--- src/rtl/stride_prefetcher_pkg.sv ---
// prefetch_types: shared types for the stride prefetcher.
//   rpt_state_t : per-entry stride confidence state
//   pf_fsm_t    : prefetch issue handshake state
//   rpt_entry_t : one reference prediction table entry
// Entry fields are sized by RPT_ADDR_W; the prefetcher's ADDR_W defaults to it
// and must match it. The tag field is kept full-width, holding the PC shifted
// right past the index and byte-offset bits.
package prefetch_types;

    localparam int unsigned RPT_ADDR_W = 32;

    typedef enum logic [1:0] {
        RPT_INIT,
        RPT_TRANSIENT,
        RPT_STEADY,
        RPT_NOPRED
    } rpt_state_t;

    typedef enum logic {
        PF_IDLE,
        PF_REQ
    } pf_fsm_t;

    typedef struct packed {
        logic                  valid;
        logic [RPT_ADDR_W-1:0] tag;
        logic [RPT_ADDR_W-1:0] last_addr;
        logic [RPT_ADDR_W-1:0] stride;
        rpt_state_t            state;
    } rpt_entry_t;

endpackage

--- src/rtl/stride_prefetcher_rpt_table.sv ---
// rpt_table: reference prediction table storage.
//   clk, rst_n  : clock, asynchronous active-low reset (clears every entry)
//   rd_idx_i    : lookup index; rd_entry_o is the combinational read-out
//   wr_en_i     : write strobe; wr_entry_i stored at wr_idx_i on the rising edge
module rpt_table
    import prefetch_types::*;
#(
    parameter  int unsigned ENTRIES = 16,
    localparam int unsigned IDX_W   = $clog2(ENTRIES)
) (
    input  logic             clk,
    input  logic             rst_n,
    input  logic [IDX_W-1:0] rd_idx_i,
    output rpt_entry_t       rd_entry_o,
    input  logic             wr_en_i,
    input  logic [IDX_W-1:0] wr_idx_i,
    input  rpt_entry_t       wr_entry_i
);

    rpt_entry_t entries_q [ENTRIES];

    always_ff @(posedge clk or negedge rst_n) begin
        if (!rst_n) begin
            for (int unsigned i = 0; i < ENTRIES; i++) begin
                entries_q[i] <= '0;
            end
        end else if (wr_en_i) begin
            entries_q[wr_idx_i] <= wr_entry_i;
        end
    end

    assign rd_entry_o = entries_q[rd_idx_i];

endmodule

--- src/rtl/stride_prefetcher.sv ---
// stride_prefetcher: PC-indexed stride prefetcher for the data side.
//   clk, rst_n        : clock, asynchronous active-low reset
//   pf_enable         : allow new prefetch issues (training continues regardless)
//   access_valid      : one-cycle pulse per completed dcache access
//   access_pc/addr    : PC and effective address of that access
//   pf_read/pf_addr   : line-aligned prefetch read, held until pf_resp
//   pf_resp           : one-cycle acceptance of the outstanding read
//   pf_issued_count   : completed prefetches, saturating
//   pf_dropped_count  : candidates lost to an in-flight request, saturating
module stride_prefetcher
    import prefetch_types::*;
#(
    parameter int unsigned ENTRIES    = 16,
    parameter int unsigned ADDR_W     = RPT_ADDR_W,
    parameter int unsigned LINE_BYTES = 32,
    parameter int unsigned DEGREE     = 1,
    parameter int unsigned CNT_W      = 16
) (
    input  logic              clk,
    input  logic              rst_n,
    input  logic              pf_enable,
    input  logic              access_valid,
    input  logic [ADDR_W-1:0] access_pc,
    input  logic [ADDR_W-1:0] access_addr,
    output logic              pf_read,
    output logic [ADDR_W-1:0] pf_addr,
    input  logic              pf_resp,
    output logic [CNT_W-1:0]  pf_issued_count,
    output logic [CNT_W-1:0]  pf_dropped_count
);

    localparam int unsigned       IDX_W     = $clog2(ENTRIES);
    localparam int unsigned       TAG_SHIFT = IDX_W + 2;
    localparam logic [ADDR_W-1:0] LINE_MASK = ~ADDR_W'(LINE_BYTES - 1);

    // ---------------- table lookup ----------------
    logic [IDX_W-1:0]  idx;
    logic [ADDR_W-1:0] tag_in;
    rpt_entry_t        rd_entry;
    rpt_entry_t        upd_entry;
    logic              hit;
    logic [ADDR_W-1:0] new_stride;
    logic              correct;

    assign idx        = access_pc[IDX_W+1:2];
    assign tag_in     = access_pc >> TAG_SHIFT;
    assign hit        = rd_entry.valid && (rd_entry.tag == tag_in);
    assign new_stride = access_addr - rd_entry.last_addr;
    assign correct    = (new_stride == rd_entry.stride);

    rpt_table #(
        .ENTRIES (ENTRIES)
    ) u_rpt_table (
        .clk        (clk),
        .rst_n      (rst_n),
        .rd_idx_i   (idx),
        .rd_entry_o (rd_entry),
        .wr_en_i    (access_valid),
        .wr_idx_i   (idx),
        .wr_entry_i (upd_entry)
    );

    always_comb begin
        upd_entry           = rd_entry;
        upd_entry.valid     = 1'b1;
        upd_entry.tag       = tag_in;
        upd_entry.last_addr = access_addr;
        if (!hit) begin
            upd_entry.stride = '0;
            upd_entry.state  = RPT_INIT;
        end else begin
            unique case (rd_entry.state)
                RPT_INIT: begin
                    if (correct) begin
                        upd_entry.state = RPT_STEADY;
                    end else begin
                        upd_entry.state  = RPT_TRANSIENT;
                        upd_entry.stride = new_stride;
                    end
                end
                RPT_TRANSIENT: begin
                    if (correct) begin
                        upd_entry.state = RPT_STEADY;
                    end else begin
                        upd_entry.state  = RPT_NOPRED;
                        upd_entry.stride = new_stride;
                    end
                end
                // A single miss in STEADY keeps the learned stride.
                RPT_STEADY: begin
                    upd_entry.state = correct ? RPT_STEADY : RPT_INIT;
                end
                RPT_NOPRED: begin
                    if (correct) begin
                        upd_entry.state = RPT_TRANSIENT;
                    end else begin
                        upd_entry.state  = RPT_NOPRED;
                        upd_entry.stride = new_stride;
                    end
                end
                default: begin
                    upd_entry.state = RPT_INIT;
                end
            endcase
        end
    end

    // ---------------- candidate generation ----------------
    logic [ADDR_W-1:0] cand_line;
    logic [ADDR_W-1:0] access_line;
    logic              cand_raw;
    logic              cand_valid;
    logic              last_valid_q, last_valid_d;
    logic [ADDR_W-1:0] last_line_q, last_line_d;

    assign cand_line   = (access_addr + ADDR_W'(DEGREE) * upd_entry.stride) & LINE_MASK;
    assign access_line = access_addr & LINE_MASK;
    assign cand_raw    = access_valid && pf_enable &&
                         (upd_entry.state == RPT_STEADY) && (upd_entry.stride != '0);
    assign cand_valid  = cand_raw && (cand_line != access_line) &&
                         !(last_valid_q && (cand_line == last_line_q));

    // ---------------- issue FSM and counters ----------------
    pf_fsm_t           state_q, state_d;
    logic [ADDR_W-1:0] pf_addr_q, pf_addr_d;
    logic [CNT_W-1:0]  issued_q, issued_d;
    logic [CNT_W-1:0]  dropped_q, dropped_d;

    always_comb begin
        state_d      = state_q;
        pf_addr_d    = pf_addr_q;
        issued_d     = issued_q;
        dropped_d    = dropped_q;
        last_valid_d = last_valid_q;
        last_line_d  = last_line_q;
        unique case (state_q)
            PF_IDLE: begin
                if (cand_valid) begin
                    state_d   = PF_REQ;
                    pf_addr_d = cand_line;
                end
            end
            PF_REQ: begin
                // Candidates seen during REQ are dropped, including the pf_resp cycle.
                if (cand_valid && (dropped_q != '1)) begin
                    dropped_d = dropped_q + 1'b1;
                end
                if (pf_resp) begin
                    state_d      = PF_IDLE;
                    last_valid_d = 1'b1;
                    last_line_d  = pf_addr_q;
                    if (issued_q != '1) begin
                        issued_d = issued_q + 1'b1;
                    end
                end
            end
            default: begin
                state_d = PF_IDLE;
            end
        endcase
    end

    always_ff @(posedge clk or negedge rst_n) begin
        if (!rst_n) begin
            state_q      <= PF_IDLE;
            pf_addr_q    <= '0;
            issued_q     <= '0;
            dropped_q    <= '0;
            last_valid_q <= 1'b0;
            last_line_q  <= '0;
        end else begin
            state_q      <= state_d;
            pf_addr_q    <= pf_addr_d;
            issued_q     <= issued_d;
            dropped_q    <= dropped_d;
            last_valid_q <= last_valid_d;
            last_line_q  <= last_line_d;
        end
    end

    assign pf_read          = (state_q == PF_REQ);
    assign pf_addr          = pf_addr_q;
    assign pf_issued_count  = issued_q;
    assign pf_dropped_count = dropped_q;

endmodule
--- config.mk ---
export PLATFORM = sky130hd
export DESIGN_NAME = stride_prefetcher
export DESIGN_NICKNAME = d
export VERILOG_FILES = /design/src/rtl/stride_prefetcher_pkg.sv /design/src/rtl/stride_prefetcher_rpt_table.sv /design/src/rtl/stride_prefetcher.sv
export SDC_FILE = /design/constraint.sdc
export NUM_CORES = 2
export LEC_CHECK = 0
export CAP_MARGIN = 20
export CORE_ASPECT_RATIO = 1.75
export CORE_UTILIZATION = 60
export CTS_CLUSTER_DIAMETER = 60
export DETAILED_ROUTE_END_ITERATION = 8
export PLACE_DENSITY = 0.77
export SETUP_SLACK_MARGIN = 0.5
export SLEW_MARGIN = 10
export SYNTH_ARGS = -nofsm -noshare
export SYNTH_HDL_FRONTEND = slang
export SYNTH_SLANG_ARGS = --single-unit
--- constraint.sdc ---
create_clock -name clk -period 11.8 [get_ports clk]
set_input_delay 2.95 -clock clk [delete_from_list [all_inputs] [get_ports clk]]
set_output_delay 2.95 -clock clk [all_outputs]
set_load 0.05 [all_outputs]
# After elaboration in Yosys (flattened, before gate mapping)
# Index checks and enable logic that the tools add are counted.
[totals]
register_bits = 1672
inputBits = 69
[op_classes]
n_lt_le_gt_ge = 2
n_mux = 17
n_addsub = 4
reduce_logical = 17
eq_ne = 10
bitwise_logic = 2
[op_table]
columns = ["cell", "n"]
rows = [
  ["1584-bit bitwise mux", 1],
  ["99-bit binary-select mux with 4-bit select", 1],
  ["99-bit demux with 4-bit select", 1],
  ["99-bit two-way mux", 3],
  ["32-bit two-way mux", 2],
  ["34-bit two-way mux", 1],
  ["16-bit by 1-bit adder with 16-bit output, second input constant", 2],
  ["32-bit adder", 1],
  ["32-bit by 26-bit equality test with 1-bit output", 1],
  ["32-bit equality test", 1],
  ["16-bit != test, second input constant", 2],
  ["32-bit nonzero test", 1],
  ["32-bit subtractor", 1],
  ["27-bit equality test", 1],
  ["27-bit != test", 1],
  ["1-bit logical AND", 9],
  ["2-bit case mux with 4 select lines", 1],
  ["2-bit equality test, second input constant", 3],
  ["2-bit two-way mux", 3],
  ["2-bit AND reduction", 3],
  ["5-bit greater-or-equal comparator, second input constant", 1],
  ["5-bit by 1-bit < comparator with 1-bit output, second input constant", 1],
  ["4-bit NOT with 5-bit output", 1],
  ["1-bit two-way mux", 3],
  ["7 further kinds", 7],
]

# Logic depth before layout (Yosys ltp)
[depth]
word_depth = 16
depth_mapped = 55
ltp_nobuf = 38

# Cells and area by module
# Synthesis repeated with hierarchy kept, for this count alone.
[unflattened]
cells_unflattened = 6011
area_unflattened_um2 = 83441.3
[by_module_without_submodules]
columns = ["module", "cells_per_inst", "seq_area_each_um2", "n_inst", "area_each_um2"]
rows = [
  ["rpt_table", 4287, 39638.0, 1, 70338.7],
  ["stride_prefetcher", 1724, 2202.1, 1, 13102.6],
]

# Worst setup path after synthesis
# OpenSTA, ideal clock, no wires.
[synth_timing]
path_type = "input to register"
startpoint = "in access_pc[2]"
endpoint = "reg pf_addr_q[10] (netlist: pf_addr[10])"
slack_ns = -3.203
arrival_time_ns = 14.878
setup_ns = 0.125
cell_stages = 52
n_path_buf = 18
required_time_ns = 11.675
path_cell_list = "buf_2 -> buf_6 -> buf_8 -> buf_6 -> buf_8 -> buf_6 -> buf_8 -> buf_4 -> buf_1 -> buf_1 -> mux4_2 -> mux4_2 -> inv_1 -> ha_1 -> clkbuf_1 -> a21o_1 -> a21oi_2 -> a211oi_1 -> [16 not listed] -> a21o_1 -> a21oi_1 -> o21ai_1 -> or2_2 -> clkbuf_1 -> nand2_1 -> a21oi_1 -> a31oi_1 -> or3_1 -> nor3_1 -> a2111oi_0 -> nand3_1 -> or4b_1 -> nor4_1 -> a21oi_1 -> nor3b_2 -> buf_6 -> mux2_4"
[synth_rtl]
columns = ["element", "line_no", "rtl"]
rows = [
  ["start: declaration", "stride_prefetcher.sv:23", "input logic [ADDR_W-1:0] access_pc,"],
  ["end signal: assignment", "stride_prefetcher.sv:173", "pf_addr_q <= pf_addr_d;"],
  ["end: declaration", "stride_prefetcher.sv:125", "logic [ADDR_W-1:0] pf_addr_q, pf_addr_d;"],
]

==> flow_summary.json <==
{
  "min_period_ns": 11.74,
  "yosysSeqAreaShare_pct": 50.5,
  "violations": "DRC",
  "synth_top_area_cell": "dfrtp_1",
  "start_util_pct": 60.6,
  "worst_pin_slew_ns": 1.20,
  "synthToLayoutAreaGrowth_pct": 18.5,
  "cts_tree": "built",
  "antenna_found_initial": 12,
  "p_sw_mw": 4.13,
  "power_density_mw_per_mm2": 159,
  "final_nets": 7155,
  "rows": 174,
  "arrival_ns": 12.41,
  "grt_pass1_wl_um": 370000,
  "met2_usage_pct": 63.0,
  "ys_types": 102,
  "slew_viol_final": 0,
  "dpl_worst_slack_ns": -1.28,
  "ys.flop_type": "dfrtp_1",
  "port_buffers": 126,
  "cpMostUsedCell": "buf_4",
  "relSlewSlack_pct": 19.8,
  "leakage_nw": 41.4,
  "wl_per_cell_um": 27.9,
  "critPathRequiredTime_ns": 12.47,
  "drt_iter0_drc": 5351,
  "hold_buffers": 0,
  "drc": 21,
  "worstHoldStart": "u_rpt_table.entries_q[98]",
  "gr-usage-all-layers_pct": 38.2,
  "comb_power_share_pct": 23.3,
  "ys_ff_latch": 1576,
  "finalCritPeriodShare_pct": 99.5,
  "insertion_delay_ns": 0.81,
  "clockPowerShare_pct": 32.4,
  "synth_edf_count": 0,
  "nFillCells": 8547,
  "ios": 134,
  "endpoint_kind": "register",
  "use_met1_pct": 44.5,
  "vias": 57600,
  "fmax_ghz": 0.0852,
  "pwr-share-seq_pct": 44.3,
  "globalRouteOverflowTotal": 0,
  "start_kind": "input pin",
  "synth_area_mm2": 0.0781,
  "critPathLaunch": "access_pc[2]",
  "numCtsBuffers": 142,
  "drt_first_pass_iters": 7,
  "ys_warn_count": 0,
  "gp_congestion": 1.04,
  "drive_gt1_share_pct": 36.8,
  "total_power_mw": 14.7,
  "hold_path_class": "register to register",
  "syn_inst": 6471,
  "grt_max_degree": 198,
  "via_per_inst": 6.54,
  "met3_usage_pct": 6.96,
  "ctsRootBufferMaster": "clkbuf_16",
  "crit_slowest_cell": "or4b_4",
  "ys_async_sr_fraction_pct": 100,
  "finalWirelength_um": 246000,
  "yosysMostFrequentCell": "dfrtp_1",
  "path_clk_slew_ns": 0.06,
  "hpwl_um": 157000,
  "setup_violations": 0,
  "ir_drop_v": 0.000162,
  "cts_sinks": 1576,
  "cpPeakStageDelay_ns": 0.61,
  "worstSetupPathType": "input pin to register",
  "floorplan.die.width_um": 275,
  "sw_frac_of_total_pct": 28.1,
  "synth.area.top_cells": "dfrtp_1 (50%), mux2_2 (12%), mux4_2 (12%)",
  "synth_common_cells": "dfrtp_1 (1,576), mux2_2 (849), nand2_1 (832)",
  "drtAntennaViolNets": 0,
  "fin_ws_ns": 0.0576,
  "rsz0062_at_grt": "yes",
  "dieArea_mm2": 0.132,
  "clk_path_buf_depth": 3,
  "htreeDepth": 4,
  "core_area_mm2": 0.129,
  "worst-path-max-fanout": 12,
  "synth_top_area_share_pct": 50.5,
  "cap_violations": 0,
  "fin_worst_skew_ns": 0.0437,
  "busiest_layer": "met2",
  "intPower_mw": 10.6,
  "die_y_um": 479,
  "status": "finished with violations",
  "finalHoldViolCount": 0,
  "r2r_start": "u_rpt_table.entries_q[437]",
  "grt_pass1_vias": 60200,
  "avgSynthCellArea_um2": 12.1
}
[placed cells by master (no fill, tap or decap), types with 14 or more instances in the layout]
| master | netlist | final |
|---|---|---|
| dfrtp_1 | 1576 | 1576 |
| mux2_2 | 849 | 848 |
| nand2_1 | 832 | 808 |
| buf_4 | 28 | 774 |
| o21ai_0 | 737 | 718 |
| mux4_2 | 405 | 405 |
| clkbuf_16 | 0 | 147 |
| nor2_1 | 148 | 133 |
| clkdlybuf4s50_1 | 0 | 121 |
| mux2i_1 | 95 | 90 |
| xnor2_1 | 94 | 89 |
| a21oi_1 | 117 | 77 |
| nand3_1 | 84 | 75 |
| inv_1 | 92 | 72 |
| nand4_1 | 56 | 56 |
| xor2_1 | 57 | 55 |
| nor3_1 | 60 | 49 |
| buf_12 | 0 | 47 |
| a21o_1 | 46 | 44 |
| ha_1 | 67 | 43 |
| nand2b_1 | 52 | 42 |
| clkbuf_1 | 398 | 37 |
| nor4_1 | 44 | 36 |
| a21oi_2 | 2 | 35 |
| a22oi_1 | 33 | 33 |
| clkbuf_8 | 0 | 32 |
| and3_1 | 31 | 31 |
| or2_2 | 30 | 27 |
| nor2b_1 | 26 | 25 |
| mux2_4 | 21 | 23 |
| clkinv_2 | 0 | 22 |
| or3_1 | 20 | 20 |
| o211ai_1 | 18 | 18 |
| o21ai_1 | 7 | 16 |
| a211oi_1 | 21 | 16 |
| a31oi_1 | 20 | 16 |
| ha_4 | 0 | 16 |
| o21a_1 | 15 | 15 |
| nand2_4 | 0 | 14 |
[cell type report]
class	instances	area (um^2)	area share, %
Antenna cell	10	25.0	0.0270
Clock buffer	214	4210	4.54
Clock inverter	46	596	0.643
Inverter	95	389	0.420
Multi-Input combinational cell	4228	37200	40.2
Sequential cell	1576	39400	42.6
Tap cell	1672	2090	2.26
Timing Repair Buffer	975	8620	9.31
[metal layers]
layer / share of wire (%) / vias up
met5: 0.016 / -
met4: 8.4 / 6
met3: 6.4 / 864
met2: 50 / 2436
met1: 35 / 29800
li1: - / 24500
[cells by family after synthesis]
kind of cell | after synthesis | share of synthesized area, %
AO/OA/AOI/OAI | 1169 | 8.70
XOR/XNOR | 163 | 2.04
adder cells (fa/ha/maj) | 68 | 1.10
buffers and inverters | 671 | 3.64
flip-flops | 1576 | 50.5
multiplexers | 1371 | 25.6
other | 1 | 0.00480
AND/OR/NAND/NOR | 1452 | 8.47
[per-stage QoR]
step                cells  utilization [%]  hold slack [ns]  instance area, um^2  TNS, ns
floorplan            6475                -            0.429                79000   -35.01
global placement     8473             66.7            0.444                85900   -53.22
detailed placement   8473             66.7            0.448                85900   -51.86
CTS                  8781             71.3            0.469                91900        0
global route         8813             71.8            0.483                92600   -0.472
finish               8816             71.8            0.469                92600        0
[repair_timing]
item / 4_1_cts / 5_1_grt
endpoints found under the setup margin: 44 / 44
cloned: 7 / 2
gates resized for setup: 145 / 83
pin swaps: 44 / 25
setup buffers: 41 / 21
[power groups by stage]
stage / Sequential (mW) / Clock, mW / Combinational (mW)
after global placement: 6.52 / 0 / 3.12
after CTS: 6.51 / 4.81 / 3.36
after floorplan: 6.46 / 0 / 1.99
after detailed placement: 6.60 / 0 / 3.22
after global routing: 6.59 / 5.00 / 3.64
final: 6.53 / 4.77 / 3.43
[worst paths after layout]
check | cells past startpoint | slack (ns) | endpoint
setup reg to reg | 39 | 2.32 | pf_addr[10]
setup / recovery | 44 | 0.06 | pf_addr[10]
max in group asynchronous | 3 | 7.21 | u_rpt_table.entries_q[267]
min in group asynchronous | 1 | 2.08 | pf_addr[23]
hold reg to reg | 1 | 0.47 | u_rpt_table.entries_q[98]
hold / removal | 1 | 0.47 | u_rpt_table.entries_q[98]
[worst max-delay path, delay by kind of cell]
family	cells	cell delay (ns)
mux	4	1.41
buf+inv	13	1.85
compound gates	10	1.87
simple gates	15	3.65
fa+ha+maj	2	0.56
[state kept, by name, indices dropped and copies added (netlist names)]
register and cells:
u_rpt_table.entries_q 1488, last_line_q 27, pf_addr 27, pf_dropped_count 16, pf_issued_count 16, last_valid_q 1, pf_read 1
Note: power is estimated with default switching activity, not from simulation.
